## src/rtl/conv_pkg.sv

```systemverilog
// Shared types and constants for the convolution control sequencer.
package conv_pkg;

    localparam int IMG_AW  = 16;
    localparam int KERN_AW = 6;
    localparam int RES_AW  = 11;

    // Kernel coefficient address layouts
    localparam logic KMODE_PACKED  = 1'b0;  // k*kern_cols + t
    localparam logic KMODE_ALIGNED = 1'b1;  // {k, t}

    typedef enum logic [1:0] {
        ST_IDLE  = 2'd0,
        ST_RUN   = 2'd1,
        ST_FLUSH = 2'd2,
        ST_DONE  = 2'd3
    } conv_state_e;

    // Geometry captured on the start edge
    typedef struct packed {
        logic [2:0] kern_cols;
        logic [7:0] cols;
        logic [2:0] kerns;
        logic [7:0] stride;
        logic [7:0] result_cols;
        logic       kern_addr_mode;
    } conv_cfg_t;

endpackage

```

## src/rtl/conv_sequencer_if.sv

```systemverilog
// Tap interface between the sequencer and the MAC datapath.
// Handshake: a tap transfers on a cycle where tap_valid && mem_ready are both
// high; while tap_valid is high and mem_ready is low, every tap field is held
// stable; tap_valid never drops until the tap has been accepted.
interface conv_sequencer_if;
    import conv_pkg::*;

    logic               mem_ready;
    logic               tap_valid;
    logic               img_rd_en;
    logic [IMG_AW-1:0]  img_addr;
    logic [KERN_AW-1:0] kern_addr;
    logic [RES_AW-1:0]  res_addr;
    logic               accum_clr;
    logic               accum_last;

    modport master (
        input  mem_ready,
        output tap_valid, img_rd_en, img_addr, kern_addr, res_addr,
        accum_clr, accum_last
    );

    modport slave (
        output mem_ready,
        input  tap_valid, img_rd_en, img_addr, kern_addr, res_addr,
        accum_clr, accum_last
    );
endinterface

```

## src/rtl/conv_idx_counter.sv

```systemverilog
// Nested kernel/result/tap index counters; t is innermost, k outermost.
// Exposes next-cycle indices so the caller can register addresses from them.
module conv_idx_counter (
    input  logic       clk,
    input  logic       reset,
    input  logic       clr,
    input  logic       en,
    input  logic [2:0] kern_cols,
    input  logic [7:0] result_cols,
    input  logic [2:0] kerns,
    output logic [2:0] k_nxt,
    output logic [7:0] r_nxt,
    output logic [2:0] t_nxt,
    output logic       final_tap
);
    logic [2:0] k_q, k_d;
    logic [7:0] r_q, r_d;
    logic [2:0] t_q, t_d;
    logic       t_last, r_last, k_last;

    // Wrap detection and next-index computation
    always_comb begin
        t_last    = (t_q == kern_cols - 3'd1);
        r_last    = (r_q == result_cols - 8'd1);
        k_last    = (k_q == kerns - 3'd1);
        final_tap = t_last && r_last && k_last;
        k_d = k_q;
        r_d = r_q;
        t_d = t_q;
        if (clr) begin
            k_d = '0;
            r_d = '0;
            t_d = '0;
        end else if (en) begin
            if (t_last) begin
                t_d = '0;
                if (r_last) begin
                    r_d = '0;
                    k_d = k_last ? 3'd0 : k_q + 3'd1;
                end else begin
                    r_d = r_q + 8'd1;
                end
            end else begin
                t_d = t_q + 3'd1;
            end
        end
    end

    // Index registers
    always_ff @(posedge clk or negedge reset) begin
        if (!reset) begin
            k_q <= '0;
            r_q <= '0;
            t_q <= '0;
        end else begin
            k_q <= k_d;
            r_q <= r_d;
            t_q <= t_d;
        end
    end

    assign k_nxt = k_d;
    assign r_nxt = r_d;
    assign t_nxt = t_d;
endmodule

```

## src/rtl/conv_sequencer.sv

```systemverilog
// Convolution control sequencer: walks kernel x result x tap indices after a
// start edge and issues registered tap addresses and accumulator flags.
module conv_sequencer
    import conv_pkg::*;
#(
    parameter int unsigned PIPE_DEPTH = 3
) (
    input  logic             clk,
    input  logic             reset,
    input  logic             start,
    input  logic             soft_reset,
    input  logic [2:0]       kern_cols,
    input  logic [7:0]       cols,
    input  logic [2:0]       kerns,
    input  logic [7:0]       stride,
    input  logic [7:0]       result_cols,
    input  logic             kern_addr_mode,
    conv_sequencer_if.master mem,
    output logic             busy,
    output logic             done,
    output conv_state_e      dbg_state
);
    conv_state_e        state_q, state_d;
    conv_cfg_t          cfg_q, cfg_d;
    logic [3:0]         flush_q, flush_d;
    logic               start_q;
    logic               armed_q, armed_d;
    logic               start_rise;
    logic               cnt_clr, cnt_en, final_tap;
    logic [2:0]         k_nxt, t_nxt;
    logic [7:0]         r_nxt;

    logic               tap_valid_q, tap_valid_d;
    logic               img_rd_en_q, img_rd_en_d;
    logic [IMG_AW-1:0]  img_addr_q, img_addr_d;
    logic [KERN_AW-1:0] kern_addr_q, kern_addr_d;
    logic [RES_AW-1:0]  res_addr_q, res_addr_d;
    logic               accum_clr_q, accum_clr_d;
    logic               accum_last_q, accum_last_d;
    logic               busy_q, busy_d;
    logic               done_q, done_d;

    // A start level already high when reset releases is not a fresh request,
    // so edges only count once start has been seen low.
    assign armed_d    = armed_q | ~start;
    assign start_rise = start & ~start_q & armed_q;

    conv_idx_counter u_idx (
        .clk         (clk),
        .reset       (reset),
        .clr         (cnt_clr),
        .en          (cnt_en),
        .kern_cols   (cfg_q.kern_cols),
        .result_cols (cfg_q.result_cols),
        .kerns       (cfg_q.kerns),
        .k_nxt       (k_nxt),
        .r_nxt       (r_nxt),
        .t_nxt       (t_nxt),
        .final_tap   (final_tap)
    );

    // FSM next state, config capture and next-cycle status flags
    always_comb begin
        state_d     = state_q;
        cfg_d       = cfg_q;
        flush_d     = flush_q;
        cnt_clr     = 1'b0;
        cnt_en      = 1'b0;
        tap_valid_d = 1'b0;
        busy_d      = 1'b0;
        done_d      = 1'b0;
        if (soft_reset) begin
            state_d = ST_IDLE;
            cnt_clr = 1'b1;
            flush_d = '0;
        end else begin
            unique case (state_q)
                ST_IDLE: begin
                    if (start_rise) begin
                        cfg_d   = '{kern_cols: kern_cols, cols: cols, kerns: kerns,
                                    stride: stride, result_cols: result_cols,
                                    kern_addr_mode: kern_addr_mode};
                        cnt_clr = 1'b1;
                        if (kerns == '0 || result_cols == '0 || kern_cols == '0) begin
                            state_d = ST_DONE;
                            done_d  = 1'b1;
                        end else begin
                            state_d     = ST_RUN;
                            tap_valid_d = 1'b1;
                            busy_d      = 1'b1;
                        end
                    end
                end
                ST_RUN: begin
                    tap_valid_d = 1'b1;
                    busy_d      = 1'b1;
                    if (mem.mem_ready) begin
                        cnt_en = 1'b1;
                        if (final_tap) begin
                            state_d     = ST_FLUSH;
                            tap_valid_d = 1'b0;
                            flush_d     = '0;
                        end
                    end
                end
                ST_FLUSH: begin
                    busy_d = 1'b1;
                    if (flush_q == 4'(PIPE_DEPTH - 1)) begin
                        state_d = ST_DONE;
                        busy_d  = 1'b0;
                        done_d  = 1'b1;
                    end else begin
                        flush_d = flush_q + 4'd1;
                    end
                end
                ST_DONE: begin
                    done_d = 1'b1;
                    if (!start) begin
                        state_d = ST_IDLE;
                        done_d  = 1'b0;
                    end
                end
                default: state_d = ST_IDLE;
            endcase
        end
    end

    // Tap fields for the next cycle, computed from the next indices; zero when idle
    always_comb begin
        img_addr_d   = '0;
        kern_addr_d  = '0;
        res_addr_d   = '0;
        img_rd_en_d  = 1'b0;
        accum_clr_d  = 1'b0;
        accum_last_d = 1'b0;
        if (tap_valid_d) begin
            img_addr_d  = IMG_AW'(r_nxt) * IMG_AW'(cfg_d.stride) + IMG_AW'(t_nxt);
            kern_addr_d = (cfg_d.kern_addr_mode == KMODE_ALIGNED) ? {k_nxt, t_nxt} :
                          KERN_AW'(k_nxt) * KERN_AW'(cfg_d.kern_cols) + KERN_AW'(t_nxt);
            res_addr_d  = RES_AW'(k_nxt) * RES_AW'(cfg_d.result_cols) + RES_AW'(r_nxt);
            // Out-of-range columns are padding: tap still issued, no read
            img_rd_en_d  = (img_addr_d < IMG_AW'(cfg_d.cols));
            accum_clr_d  = (t_nxt == 3'd0);
            accum_last_d = (t_nxt == cfg_d.kern_cols - 3'd1);
        end
    end

    // State, config shadow and registered outputs
    always_ff @(posedge clk or negedge reset) begin
        if (!reset) begin
            state_q      <= ST_IDLE;
            cfg_q        <= '0;
            flush_q      <= '0;
            start_q      <= 1'b0;
            armed_q      <= 1'b0;
            tap_valid_q  <= 1'b0;
            img_rd_en_q  <= 1'b0;
            img_addr_q   <= '0;
            kern_addr_q  <= '0;
            res_addr_q   <= '0;
            accum_clr_q  <= 1'b0;
            accum_last_q <= 1'b0;
            busy_q       <= 1'b0;
            done_q       <= 1'b0;
        end else begin
            state_q      <= state_d;
            cfg_q        <= cfg_d;
            flush_q      <= flush_d;
            start_q      <= start;
            armed_q      <= armed_d;
            tap_valid_q  <= tap_valid_d;
            img_rd_en_q  <= img_rd_en_d;
            img_addr_q   <= img_addr_d;
            kern_addr_q  <= kern_addr_d;
            res_addr_q   <= res_addr_d;
            accum_clr_q  <= accum_clr_d;
            accum_last_q <= accum_last_d;
            busy_q       <= busy_d;
            done_q       <= done_d;
        end
    end

    assign mem.tap_valid  = tap_valid_q;
    assign mem.img_rd_en  = img_rd_en_q;
    assign mem.img_addr   = img_addr_q;
    assign mem.kern_addr  = kern_addr_q;
    assign mem.res_addr   = res_addr_q;
    assign mem.accum_clr  = accum_clr_q;
    assign mem.accum_last = accum_last_q;
    assign busy           = busy_q;
    assign done           = done_q;
    assign dbg_state      = state_q;
endmodule

```

## src/flat_wrapper.sv

```systemverilog
// flat-port wrapper written by rule: the top's interface ports become plain ports
module conv_sequencer_flat import conv_pkg::*;
#(
    parameter int unsigned PIPE_DEPTH = 3
)
  (clk, reset, start, soft_reset, kern_cols, cols, kerns, stride, result_cols, kern_addr_mode, busy, done, dbg_state, mem_mem_ready, mem_tap_valid, mem_img_rd_en, mem_img_addr, mem_kern_addr, mem_res_addr, mem_accum_clr, mem_accum_last);
  conv_sequencer_if mem_i ();
  input  logic clk;
  input  logic reset;
  input  logic start;
  input  logic soft_reset;
  input  logic [2:0] kern_cols;
  input  logic [7:0] cols;
  input  logic [2:0] kerns;
  input  logic [7:0] stride;
  input  logic [7:0] result_cols;
  input  logic kern_addr_mode;
  output logic busy;
  output logic done;
  output conv_state_e dbg_state;
  input wire logic [$bits(mem_i.mem_ready)-1:0] mem_mem_ready;
  output wire logic [$bits(mem_i.tap_valid)-1:0] mem_tap_valid;
  output wire logic [$bits(mem_i.img_rd_en)-1:0] mem_img_rd_en;
  output wire logic [$bits(mem_i.img_addr)-1:0] mem_img_addr;
  output wire logic [$bits(mem_i.kern_addr)-1:0] mem_kern_addr;
  output wire logic [$bits(mem_i.res_addr)-1:0] mem_res_addr;
  output wire logic [$bits(mem_i.accum_clr)-1:0] mem_accum_clr;
  output wire logic [$bits(mem_i.accum_last)-1:0] mem_accum_last;
  assign mem_i.mem_ready = mem_mem_ready;
  assign mem_tap_valid = mem_i.tap_valid;
  assign mem_img_rd_en = mem_i.img_rd_en;
  assign mem_img_addr = mem_i.img_addr;
  assign mem_kern_addr = mem_i.kern_addr;
  assign mem_res_addr = mem_i.res_addr;
  assign mem_accum_clr = mem_i.accum_clr;
  assign mem_accum_last = mem_i.accum_last;
  conv_sequencer #(.PIPE_DEPTH(PIPE_DEPTH)) u_core (.clk(clk), .reset(reset), .start(start), .soft_reset(soft_reset), .kern_cols(kern_cols), .cols(cols), .kerns(kerns), .stride(stride), .result_cols(result_cols), .kern_addr_mode(kern_addr_mode), .mem(mem_i), .busy(busy), .done(done), .dbg_state(dbg_state));
endmodule
```

## config.mk

```make
export PLATFORM = sky130hd
export DESIGN_NAME = conv_sequencer_flat
export DESIGN_NICKNAME = d
export VERILOG_FILES = /design/src/rtl/conv_pkg.sv /design/src/rtl/conv_sequencer_if.sv /design/src/rtl/conv_idx_counter.sv /design/src/rtl/conv_sequencer.sv /design/src/flat_wrapper.sv
export SDC_FILE = /design/constraint.sdc
export NUM_CORES = 1
export LEC_CHECK = 0
export BUFFER_PORTS_ARGS = -buffer_cell sky130_fd_sc_hd__buf_2
export CAP_MARGIN = 20
export CORE_ASPECT_RATIO = 0.8
export CORE_MARGIN = 4
export CORE_UTILIZATION = 65
export DETAILED_ROUTE_END_ITERATION = 10
export HOLD_SLACK_MARGIN = 0.05
export PLACE_DENSITY = 0.89
export SYNTH_ARGS = -nofsm -noshare
export SYNTH_HDL_FRONTEND = slang
export SYNTH_HIERARCHICAL = 1
export SYNTH_SLANG_ARGS = --single-unit
```

## constraint.sdc

```tcl
create_clock -name clk -period 17.34 [get_ports clk]
set_clock_uncertainty 0.15 [all_clocks]
set_input_delay 3.468 -clock clk [delete_from_list [all_inputs] [get_ports clk]]
set_output_delay 3.468 -clock clk [all_outputs]
set_load 0.01 [all_outputs]
```

Word-level counts from Yosys, hierarchy flattened
Cells that the tools add are included.

Register bits after elaboration: 92. Logic and storage cells: 126.

Add/sub/neg operators: 11. $mul: 3. Magnitude comparators: 1. Equality and inequality tests: 14. Multiplexer cells: 56. Bitwise operators: 6. Reductions and logical operators: 13.

Operators with widths (number): 31-bit two-way mux (3); 8-bit two-way mux (4); 3-bit two-way mux (8); 1-bit two-way mux (21); 16-bit by 3-bit adder with 16-bit output (1); 16-bit by 8-bit less-than comparator with 1-bit output (1); 8-bit by 8-bit multiplier with 16-bit output (1); 16-bit two-way mux (1); 4-bit two-way mux (4); 2-bit two-way mux (7); 6-bit two-way mux (2); 11-bit by 8-bit adder with 11-bit output (1); 3-bit by 8-bit multiplier with 11-bit output (1); 11-bit two-way mux (1); 3-bit == test (3); 3-bit logical NOT (3); 3-bit by 2-bit != test with 1-bit output (second input constant) (3); 3-bit != test (second input constant) (3); 3-bit by 1-bit subtractor with 3-bit output (second input constant) (3); 8-bit by 1-bit adder with 8-bit output (second input constant) (1); 8-bit == test (1); 8-bit logical NOT (1); 2-bit one-hot mux with 4 select lines (1); 4-bit one-hot mux with 2 select lines (1); other kinds (20) (28).

Depth between registers and ports, before layout
Depth after elaboration: 11. Depth in mapped cells: 29. Gate-level depth less buffers: 29.

Modules after synthesis
Netlist, hierarchy kept.

Modules (own cells, without submodules): conv_sequencer (times used 1, cells an instance 683, area each 6755.2 sq um); conv_idx_counter (times used 1, cells an instance 127, area each 1191.1 sq um).

Least setup slack after synthesis
Ideal clock, no wire load.

Path type: input port to flip-flop. Start point: input soft_reset. End point: register u_core.img_rd_en_q, in the netlist u_core/mem.img_rd_en. Library setup time: 0.068 ns. Arrival time: 9.467 ns. Slack: 7.655 ns. Stages: 26. Buffers on the path: 1. Cell sequence: buf_2 > nor2_1 > nor4b_4 > and3_4 > nand2_1 > xor2_1 > nor2_1 > nor2b_1 > fa_1 > ha_1 > inv_1 > fa_1 > fa_1 > inv_1 > ha_1 > or3_4 > o221ai_2 > xnor2_1 > ha_1 > nand3_1 > nor2_1 > a221oi_1 > o21ai_0 > a311o_1 > nor4_1 > and4b_1.

Cells in the longest elaborated chain, start to end: 7.

Ends and longest elaborated chain: start: declaration (line flat_wrapper.sv:11) `input logic soft_reset;`; 1-bit two-way mux (line conv_sequencer.sv:72) `if (soft_reset) begin`; net u_core.cnt_en (line conv_sequencer.sv:29) `logic cnt_clr, cnt_en, final_tap;`; 8-bit two-way mux (line conv_idx_counter.sv:34) `end else if (en) begin`; 8-bit two-way mux (line conv_idx_counter.sv:30) `if (clr) begin`; net u_core.r_nxt[3] (line conv_sequencer.sv:31) `logic [7:0] r_nxt;`; 8-bit by 8-bit multiplier with 16-bit output (line conv_sequencer.sv:137) `img_addr_d = IMG_AW'(r_nxt) * IMG_AW'(cfg_d.stride) + IMG_AW'(t_nxt);`; 16-bit by 3-bit adder with 16-bit output (line conv_sequencer.sv:137); 16-bit by 8-bit less-than comparator with 1-bit output (line conv_sequencer.sv:142) `img_rd_en_d = (img_addr_d < IMG_AW'(cfg_d.cols));`; 1-bit two-way mux (line conv_sequencer.sv:136) `if (tap_valid_d) begin`; net u_core.img_rd_en_d (line conv_sequencer.sv:34) `logic img_rd_en_q, img_rd_en_d;`; end signal: assignment (line conv_sequencer.sv:172) `img_rd_en_q <= img_rd_en_d;`; end: declaration (line conv_sequencer.sv:34).

The timed path passes the listed nets, and every way through them passes these cells. A chain may end at the register's enable or synchronous reset.

Final worst setup path
Ends and elaborated chain as after synthesis.

==> metrics <==
Async SR Flop Fraction=100%; most frequent cells in the layout=113 x inv_1, 92 x dfrtp_1, 85 x ha_1, 75 x buf_2, 61 x nor2_1; most common cell after layout, fill and taps aside=inv_1; FF+latch area=2300 um^2; total power=0.772 mW; DRT Wirelength=17300 um; Leakage=4.65 nW; CTS tree=yes; DP Cell Count=1025; Top FF cell, synth=dfrtp_1; min cycle time layout=10.52 ns; Total GRT Usage=25.8%; CP Launch Point=soft_reset; metal3 WL=929 um; Critical Path Max Stage Delay=0.57 ns; Yosys top cell area share=29.0%; Arrival @ worst endpoint=10.64 ns; post-DP HPWL=13000 um; Root Driver=clkbuf_16; initial antenna violation count=0; Achievable Freq=0.0951 GHz; antenna-violating nets left=0; Hold/Removal Path Class=flop to flop; post-synth top area cell=dfrtp_1; vias after detailed routing=6082; vias per cell=5.84; cell area after layout=8820 um^2; Unique masters post-synth=79; port buffer count=76; Synth Cell Area=7950 um^2; unrepaired setup endpoints after global routing=no; setup bufs post-CTS=0; CP Max Fanout=10; first-pass GRT wire length=29600 um; syn nets=985; Worst path top cell family by delay=simple AND/OR/NAND/NOR gates; Worst Setup EP=u_core/mem.img_rd_en; pin slew with the least headroom to its limit=1.01 ns; WP depth=27; vias in the first global route=6206; pre-CTS WS=6.69 ns; Startpoint Class=primary input; met2 routed wirelength=8330 um; status=complete, no violations; clock latency on the worst-skew pair=0.34 ns; WP buf/inv=3; Slew headroom=30.7%; Pwr per Cell Area=87.5 nW/um^2; Mean Syn Cell Area=9.81 um^2; Syn Inst Count=810; Yosys reg bits=92; top sig layer=met4; Cell Rows=35; largest net degree at the start of global routing=68; Crit Path Class=primary input to flop; Post-route DRC=0; Register-to-Register Path Depth=29; Post-synth EDFFs=0; Final Max Slew Viols=0; die area=14100 um^2; # hold bufs at CTS=0; post-layout util=75.2%; clk sinks=92; non-filler cells, final=1042; CTS H-tree depth=3; maximum clock insertion buffer count=2; grt ovf=0; layout cells sized above 1=15.5%; crit end category=flop; setup TNS after final layout=0 ns; Clock Pin Slew Worst Setup and Hold Paths=0.06 ns; area delta synth->final=11.0%; final hold slack=0.338 ns; Die X=132 um; I/O Pins=77; required time worst endpoint=17.46 ns; die height=107 um; Ant. Diodes=0; fin nets=1064; yosys warns=6; WL met1=7700 um; slowest CP cell=nor4b_4; Layout fillers=785; setup slack, reg-to-reg=9.26 ns; Final period util=60.7%; Final WS setup=6.82 ns; post-place instance area=8490 um^2; Final GP Congestion=0.937; critical register-to-register path endpoint=u_core/mem.img_rd_en; top post-synthesis cells by area=dfrtp_1 29%, fa_1 14%, ha_1 13%; Finish-stage setup viols=0; register area share after synthesis=29.0%; area of the multi-input gates=5160 um^2; Initial Util=67.7%; CTS buffer count=9; hold depth=2; wire length per cell=16.6 um; max_cap viols=0; final hold viol count=0; Pre-antenna DRT Iters=5; core area=11700 um^2; Resize count post-CTS=0; reg-to-reg startpoint=u_core/dbg_state[1]; Max IR drop VDD=0.0614 mV; drt first-iter violations=434
power breakdown:
part           internal, mW  leakage [nW]  switching (mW)
clock network         0.131         0.152          0.0849
logic                 0.103          3.29           0.164
registers             0.257          1.21          0.0317
total                 0.491          4.65           0.281
kinds of logic after synthesis:
family                     after synthesis  synth area share, %
muxes                                   39                 5.24
and+or+nand+nor                        272                 18.5
adders and majority gates              139                 27.0
xor gates and xnor gates                47                 5.56
AOI/OAI and AO/OA                       95                 8.64
DFF                                     92                 29.0
buffers and inverters                  126                 6.09
worst register-to-register path, delay by kind of cell, from the launching register on:
family,cells,cell delay (ns)
buffers and inverters,3,0.23
DFF,1,0.43
xor gates and xnor gates,2,0.33
adders and majority gates,7,2.54
and+or+nand+nor,13,3.20
AOI/OAI and AO/OA,4,1.13
how the worst min path moves through the flow:
| stage | from | endpoint | slack, ns |
|---|---|---|---|
| after floorplan | u_core/cfg_q[21] | u_core/cfg_q[21] | 0.30 |
| after global placement | u_core/cfg_q[25] | u_core/cfg_q[25] | 0.32 |
| after detailed placement | u_core/cfg_q[25] | u_core/cfg_q[25] | 0.32 |
| after CTS | u_core/cfg_q[26] | u_core/cfg_q[26] | 0.34 |
| after global routing | u_core/cfg_q[25] | u_core/cfg_q[25] | 0.37 |
| final | u_core/cfg_q[25] | u_core/cfg_q[25] | 0.34 |
state kept, by name, indices dropped and copies added (netlist names), 2 cells and up:
register and cells:
u_core/mem.res_addr 11, u_core/mem.img_addr 16, u_core/u_idx/k_q 3, u_core/dbg_state 2, u_core/u_idx/r_q 8, u_core/u_idx/t_q 3, u_core/flush_q 4, u_core/cfg_q 31
u_core/mem.kern_addr 6
per-layer routing:
metal	global-route usage, %	vias up
met5	0	-
met4	7.05	0
met3	4.36	32
met2	43.5	216
met1	35.0	2986
li1	-	2848
cells in the mapped netlist, types with 2 or more instances:
| library cell | n |
|---|---|
| nand2_1 | 57 |
| nor2_1 | 61 |
| nand4_1 | 4 |
| or2_2 | 2 |
| fa_1 | 54 |
| nor4_1 | 6 |
| o31a_1 | 2 |
| nand3_1 | 9 |
| and3_1 | 2 |
| a21o_1 | 11 |
| a311o_1 | 2 |
| nand2b_1 | 14 |
| buf_1 | 2 |
| clkbuf_1 | 6 |
| o22ai_1 | 2 |
| nand3b_1 | 5 |
| o211ai_1 | 3 |
| buf_2 | 3 |
| o31ai_1 | 2 |
| dfrtp_1 | 92 |
| nor3b_1 | 2 |
| inv_1 | 113 |
| xnor2_1 | 32 |
| nor2b_1 | 37 |
| o21a_1 | 7 |
| xor2_1 | 13 |
| o21ai_1 | 4 |
| a21oi_1 | 23 |
| buf_4 | 2 |
| ha_1 | 85 |
| nor3_1 | 14 |
| a311oi_1 | 3 |
| a211oi_1 | 2 |
| or3_1 | 5 |
| o21ai_0 | 12 |
| mux2i_1 | 20 |
| mux2_2 | 17 |
| a222oi_1 | 2 |
| and2_1 | 36 |
| a31oi_1 | 2 |
| nor2_2 | 2 |
area by class of cell:
cell class	instances	share of cell area, %
tap	148	2.10
clock inverter	5	0.950
multi-input combinational	592	58.6
clock buffer	11	2.75
sequential	92	26.1
inverter	113	4.81
timing repair buffer	81	4.74
(Power assumes the default switching activity.)
